File: src/rtl/fifo_pkg.sv
// Shared types and constants for the FIFO burst read engine.
package fifo_pkg;

    typedef enum logic [1:0] {
        StIdle  = 2'd0,
        StRun   = 2'd1,
        StDrain = 2'd2
    } rd_state_e;

    localparam int unsigned SKID_DEPTH = 2;

endpackage

File: src/rtl/fifo_skid_buf.sv
// Two-entry FIFO-ordered skid buffer; an incoming word passes straight through when empty.
module fifo_skid_buf
    import fifo_pkg::*;
#(
    parameter int unsigned DATA_WIDTH = 8
) (
    input  logic                  clk,
    input  logic                  rst_n,
    input  logic                  push,
    input  logic [DATA_WIDTH-1:0] data_in,
    output logic                  valid,
    input  logic                  ready,
    output logic [DATA_WIDTH-1:0] data_out,
    output logic [1:0]            count
);

    logic [DATA_WIDTH-1:0] mem_q [SKID_DEPTH];
    logic                  head_q;
    logic [1:0]            count_q;
    logic                  pop;
    logic                  bypass;
    logic                  wr;
    logic                  tail;

    assign valid  = (count_q != 2'd0) | push;
    assign pop    = valid & ready;
    // Word arriving into an empty buffer and taken the same cycle is never stored.
    assign bypass = push & pop & (count_q == 2'd0);
    assign wr     = push & ~bypass;
    assign tail   = head_q ^ count_q[0];
    assign count  = count_q;

    always_comb begin
        data_out = '0;
        if (count_q != 2'd0) begin
            data_out = mem_q[head_q];
        end else if (push) begin
            data_out = data_in;
        end
    end

    always_ff @(posedge clk or negedge rst_n) begin
        if (!rst_n) begin
            head_q  <= 1'b0;
            count_q <= 2'd0;
            for (int i = 0; i < SKID_DEPTH; i++) begin
                mem_q[i] <= '0;
            end
        end else begin
            if (wr) begin
                mem_q[tail] <= data_in;
            end
            if (pop && count_q != 2'd0) begin
                head_q <= ~head_q;
            end
            count_q <= count_q + {1'b0, push} - {1'b0, pop};
        end
    end

endmodule

File: src/rtl/fifo_burst_reader.sv
// Reads a commanded burst from the FIFO read port and streams it out with last/done framing.
module fifo_burst_reader
    import fifo_pkg::*;
#(
    parameter int unsigned DATA_WIDTH = 8,
    parameter int unsigned LEN_WIDTH  = 8
) (
    input  logic                  rd_clk,
    input  logic                  rst_n,
    input  logic                  start,
    input  logic [LEN_WIDTH-1:0]  burst_len,
    input  logic                  fifo_empty,
    output logic                  fifo_rd_en,
    input  logic [DATA_WIDTH-1:0] fifo_rd_data,
    output logic                  m_valid,
    input  logic                  m_ready,
    output logic [DATA_WIDTH-1:0] m_data,
    output logic                  m_last,
    output logic                  busy,
    output logic                  done
);

    rd_state_e            state_q;
    logic [LEN_WIDTH-1:0] fetch_rem_q;
    logic [LEN_WIDTH-1:0] deliver_rem_q;
    logic                 busy_q;
    logic                 done_q;
    logic                 inflight_q;
    logic [1:0]           buf_cnt;
    logic                 pop;
    logic [2:0]           occ;

    assign pop = m_valid & m_ready;
    // Occupancy after this cycle's pop; a new read may only be issued if a slot remains.
    assign occ = {1'b0, buf_cnt} + {2'b0, inflight_q} - {2'b0, pop};

    assign fifo_rd_en = (state_q == StRun) & ~fifo_empty & (fetch_rem_q != '0)
                      & (occ < 3'(SKID_DEPTH));

    assign m_last = m_valid & (deliver_rem_q == LEN_WIDTH'(1));
    assign busy   = busy_q;
    assign done   = done_q;

    fifo_skid_buf #(
        .DATA_WIDTH (DATA_WIDTH)
    ) u_skid (
        .clk      (rd_clk),
        .rst_n    (rst_n),
        .push     (inflight_q),
        .data_in  (fifo_rd_data),
        .valid    (m_valid),
        .ready    (m_ready),
        .data_out (m_data),
        .count    (buf_cnt)
    );

    always_ff @(posedge rd_clk or negedge rst_n) begin
        if (!rst_n) begin
            state_q       <= StIdle;
            fetch_rem_q   <= '0;
            deliver_rem_q <= '0;
            busy_q        <= 1'b0;
            done_q        <= 1'b0;
            inflight_q    <= 1'b0;
        end else begin
            done_q     <= 1'b0;
            inflight_q <= fifo_rd_en;
            if (fifo_rd_en) begin
                fetch_rem_q <= fetch_rem_q - LEN_WIDTH'(1);
            end
            if (pop && deliver_rem_q != '0) begin
                deliver_rem_q <= deliver_rem_q - LEN_WIDTH'(1);
            end
            case (state_q)
                StIdle: begin
                    if (start) begin
                        if (burst_len != '0) begin
                            state_q       <= StRun;
                            fetch_rem_q   <= burst_len;
                            deliver_rem_q <= burst_len;
                            busy_q        <= 1'b1;
                        end else begin
                            done_q <= 1'b1;
                        end
                    end
                end
                StRun: begin
                    if (fifo_rd_en && fetch_rem_q == LEN_WIDTH'(1)) begin
                        state_q <= StDrain;
                    end
                end
                StDrain: begin
                    if (pop && deliver_rem_q == LEN_WIDTH'(1)) begin
                        state_q <= StIdle;
                        busy_q  <= 1'b0;
                        done_q  <= 1'b1;
                    end
                end
                default: state_q <= StIdle;
            endcase
        end
    end

endmodule

File: config.mk
export PLATFORM = sky130hd
export DESIGN_NAME = fifo_burst_reader
export DESIGN_NICKNAME = d
export VERILOG_FILES = /design/src/rtl/fifo_pkg.sv /design/src/rtl/fifo_skid_buf.sv /design/src/rtl/fifo_burst_reader.sv
export SDC_FILE = /design/constraint.sdc
export NUM_CORES = 1
export LEC_CHECK = 0
export CORE_MARGIN = 8
export CORE_UTILIZATION = 45
export CTS_CLUSTER_DIAMETER = 200
export DETAILED_ROUTE_END_ITERATION = 8
export PLACE_DENSITY = 0.68
export SYNTH_ARGS = -nofsm -noshare
export SYNTH_HDL_FRONTEND = slang
export SYNTH_SLANG_ARGS = --single-unit
File: constraint.sdc
create_clock -name rd_clk -period 3.8 [get_ports rd_clk]
set_input_delay 0.38 -clock rd_clk [delete_from_list [all_inputs] [get_ports rd_clk]]
set_output_delay 0.38 -clock rd_clk [all_outputs]
set_load 0.03 [all_outputs]
==> metrics.md <==
| Metric | Value |
|---|---|
| Clock Tree Buf Depth | 2 |
| Slew Viols, Final | 0 |
| Most common cell after layout, fill and taps aside | dfrtp_1 |
| Final setup TNS | 0 ns |
| Clock skew | 0.00532 ns |
| Non-filler cells, final | about 300 |
| Num rows | 25 |
| Max-cap violations | 0 |
| Crit end category | output port |
| Die Span X | between 80 and 90 µm |
| Yosys Warn Count | 0 |
| Endpoints failing setup | 0 |
| Root buf cell | clkbuf_8 |
| Synth area leaders | dfrtp_1 45%, mux2_1 8.6%, xor2_1 4.7% |
| Vias in the first global route | between 1,500 and 2,000 |
| Die area | between 7000 and 8000 µm² |
| Slowest Stage Delay on Critical Path | 0.56 ns |
| First-pass DRT Iterations | 4 |
| Crit. Startpoint | inflight_q$_DFF_PN0_ |
| Number of synthesized register bits | 40 |
| Mapped Nets | 235 |
| Global route overflow | 0 |
| Worst path cell trace | o31a_1 -> ha_1 -> inv_1 -> ha_1 -> inv_1 -> fa_1 -> inv_2 -> nor4_4 -> nand2_2 -> inv_1 -> buf_4 |
| Commonest cells after routing, fill and taps aside | 40 x dfrtp_1, 31 x clkdlybuf4s50_1, 17 x mux2_1 |
| Share of cells above drive strength 1 | 9.92% |
| Vias per cell | between 5 and 6 |
| Register area share after synthesis | 45.0% |
| Final period utilization | ~93% |
| Syn Area/Cell | 10.8 µm² |
| Clk_lat worst skew | around 0.28 ns |
| DRC errors left | 0 |
| R2R cell count | 11 |
| Cts hold-fix bufs | 0 |
| Postcts setup bufs | 0 |
| Worst setup SP type | register |
| Global-route wire length before repair | between 7000 and 8000 µm |
| Number of synthesized flops with an enable pin | 0 |
| Core ar. | 4750 µm² |
| CTS Sinks | 40 |
| Synth top area share | 45.0% |
| Resized cells post-CTS | 0 |
| Area of the multi-input gates | roughly 1100 µm² |
| Initial antenna violation count | 0 |
| ANT nets after route | 0 |
| Vias | 1,571 |
| Pwr per Cell Area | between 700 and 800 nW/µm² |
| FFs w/ async S/R, synth | between 90% and 100% |
| Top cell by count, worst path | inv_1 |
| Worst hold slack | roughly 0.21 ns |
| Area grow syn2layout | 21.1% |
| Filler Cell Count | 438 |
| Synth cell types | 44 |
| Final critical-path required period | about 3.5 ns |
| Main synth FF type | dfrtp_1 |
| Rel. slew slack | 41.4% |
| Drt wl/cell | 14.5 µm |
| DRT iter0 DRCs | 52 |
| R2r setup slk | 0.62 ns |
| Slowest cell on the critical path | dfrtp_1 |
| Storage element area | around 1000 µm² |
| Total track usage | a little over an eighth |
| CTS tree | built |
| # diodes | 0 |
| Peak supply drop | between 0.0003 and 0.0004 V |
| Kind of critical path | register to output port |
| Clock transition at the registers of the reported paths | roughly 0.070 ns |
| Worst Tran Pin Value | about 0.88 ns |
| Synth Instances | between 200 and 250 |
| Max Fanout on Critical Path | 13 |
| Final Hold Fails | 0 |
| Status | completed |
| Total power draw | roughly 2100 µW |
| RR Endpoint | state_q[1]$_DFFE_PN0P_ |
| Dpl cells | 301 |
| Port bufs | 33 |
| Req. time, crit path | 3.42 ns |
| HP Class | input port to async pin |
| DP HPWL | roughly 3500 µm |
| Initial Util | 46.7% |
| Io pins | 34 |
| GPL Wtd Cong | 0.827 |
| Final WL | 4470 µm |
| H-tree depth | 2 |
| Largest net degree at the start of global routing | around 40 |
| Die Y | 86.3 µm |
| WP data arrival | between 3 and 4 ns |
| Worst R2R Start | inflight_q$_DFF_PN0_ |
| Clock buffer count from CTS | 5 |
| RSZ-0062 raised after global routing | false |
| Cell Area, Synth | around 2200 µm² |
| Final net count | between 200 and 300 |
| CP endpoint | fifo_rd_en |
| Area leader, netlist | dfrtp_1 |
| Leak | approximately 0.0011 µW |
| Maximum clock frequency | ~0.28 GHz |
power by group:
group / leakage [µW] / total, µW / switching, µW / internal [µW]
clock network: 0.0000455 / 280 / 132 / 148
registers: 0.000483 / 815 / 195 / 620
logic: 0.000577 / 1040 / 554 / 482
total: 0.00111 / 2130 / 880 / 1250
per-stage QoR:
stage	util, %	setup WS, ns	cell area (µm²)
2_1_floorplan	-	0.914	2220
3_3_place_gp	54.7	0.448	2600
3_5_place_dp	54.7	0.411	2600
4_1_cts	56.6	0.238	2690
5_1_grt	56.6	0.0696	2690
6_report	56.6	0.253	2690
kinds of logic after synthesis:
kind of cell,share of synthesized area [%]
muxes,13.4
xor gates and xnor gates,5.91
AOI/OAI and AO/OA,9.18
buffers and inverters,3.27
and+or+nand+nor,17.8
DFF,45.0
adders and majority gates,5.41
final cells by class:
class / instances / share of cell area (%)
inverter: 10 / 1.39
sequential: 40 / 37.2
multi-input combinational: 150 / 42.7
tap: 67 / 3.11
clock buffer: 8 / 3.35
timing repair buffer: 34 / 12.3
synthesized netlist by cell type (2+ instances only):
library cell / count
buf_6: 2
xor2_1: 12
a21oi_1: 3
nor2_1: 7
nand4_1: 4
nand2_1: 14
and2_1: 2
ha_1: 8
nor2b_1: 3
o21ai_1: 16
o21ai_0: 9
nand3b_1: 2
or4_1: 2
clkbuf_1: 2
dfrtp_1: 40
o21ai_2: 2
nor3_1: 2
nor4_2: 2
xnor2_1: 3
mux2_1: 17
mux2i_1: 8
nand2b_1: 2
nand3_1: 12
inv_1: 9
nor3b_1: 3
flip-flops by register name, summed over array words and instances, names as in the netlist:
| name | flops |
|---|---|
| u_skid.mem_q | 16 |
| inflight_q | 1 |
| u_skid.count | 2 |
| deliver_rem_q | 8 |
| busy | 1 |
| fetch_rem_q | 8 |
| u_skid.head_q | 1 |
| state_q | 2 |
| done | 1 |
how the worst min path moves through the flow:
stage,start,end,slack (ns),cells after the start
6_report,rst_n,u_skid.count[0]$_DFF_PN0_,0.21,1
3_5_place_dp,u_skid.mem_q[5]$_DFFE_PN0P_,u_skid.mem_q[5]$_DFFE_PN0P_,0.48,1
3_3_place_gp,u_skid.mem_q[14]$_DFFE_PN0P_,u_skid.mem_q[14]$_DFFE_PN0P_,0.47,1
4_1_cts,rst_n,fetch_rem_q[1]$_DFF_PN0_,0.24,1
5_1_grt,rst_n,u_skid.count[0]$_DFF_PN0_,0.27,1
2_1_floorplan,rst_n,busy$_DFFE_PN0P_,0.08,0
layer usage:
| metal | share of wire, % | vias up | GRT usage [%] |
|---|---|---|---|
| met4 | 0.92 | 0 | 3.76 |
| met2 | 49 | 26 | 22.5 |
| met3 | 4.9 | 5 | 4.16 |
| met1 | 45 | 744 | 15.5 |
| met5 | 0 | - | 0 |
| li1 | - | 796 | - |
worst max-delay path, delay by kind of cell (launching register included):
kind	cells	cell delay, ns
adders and majority gates	3	0.90
AOI/OAI and AO/OA	1	0.40
buffers and inverters	5	0.43
DFF	1	0.56
and+or+nand+nor	2	0.61
Note: power is estimated with default switching activity, not from simulation.
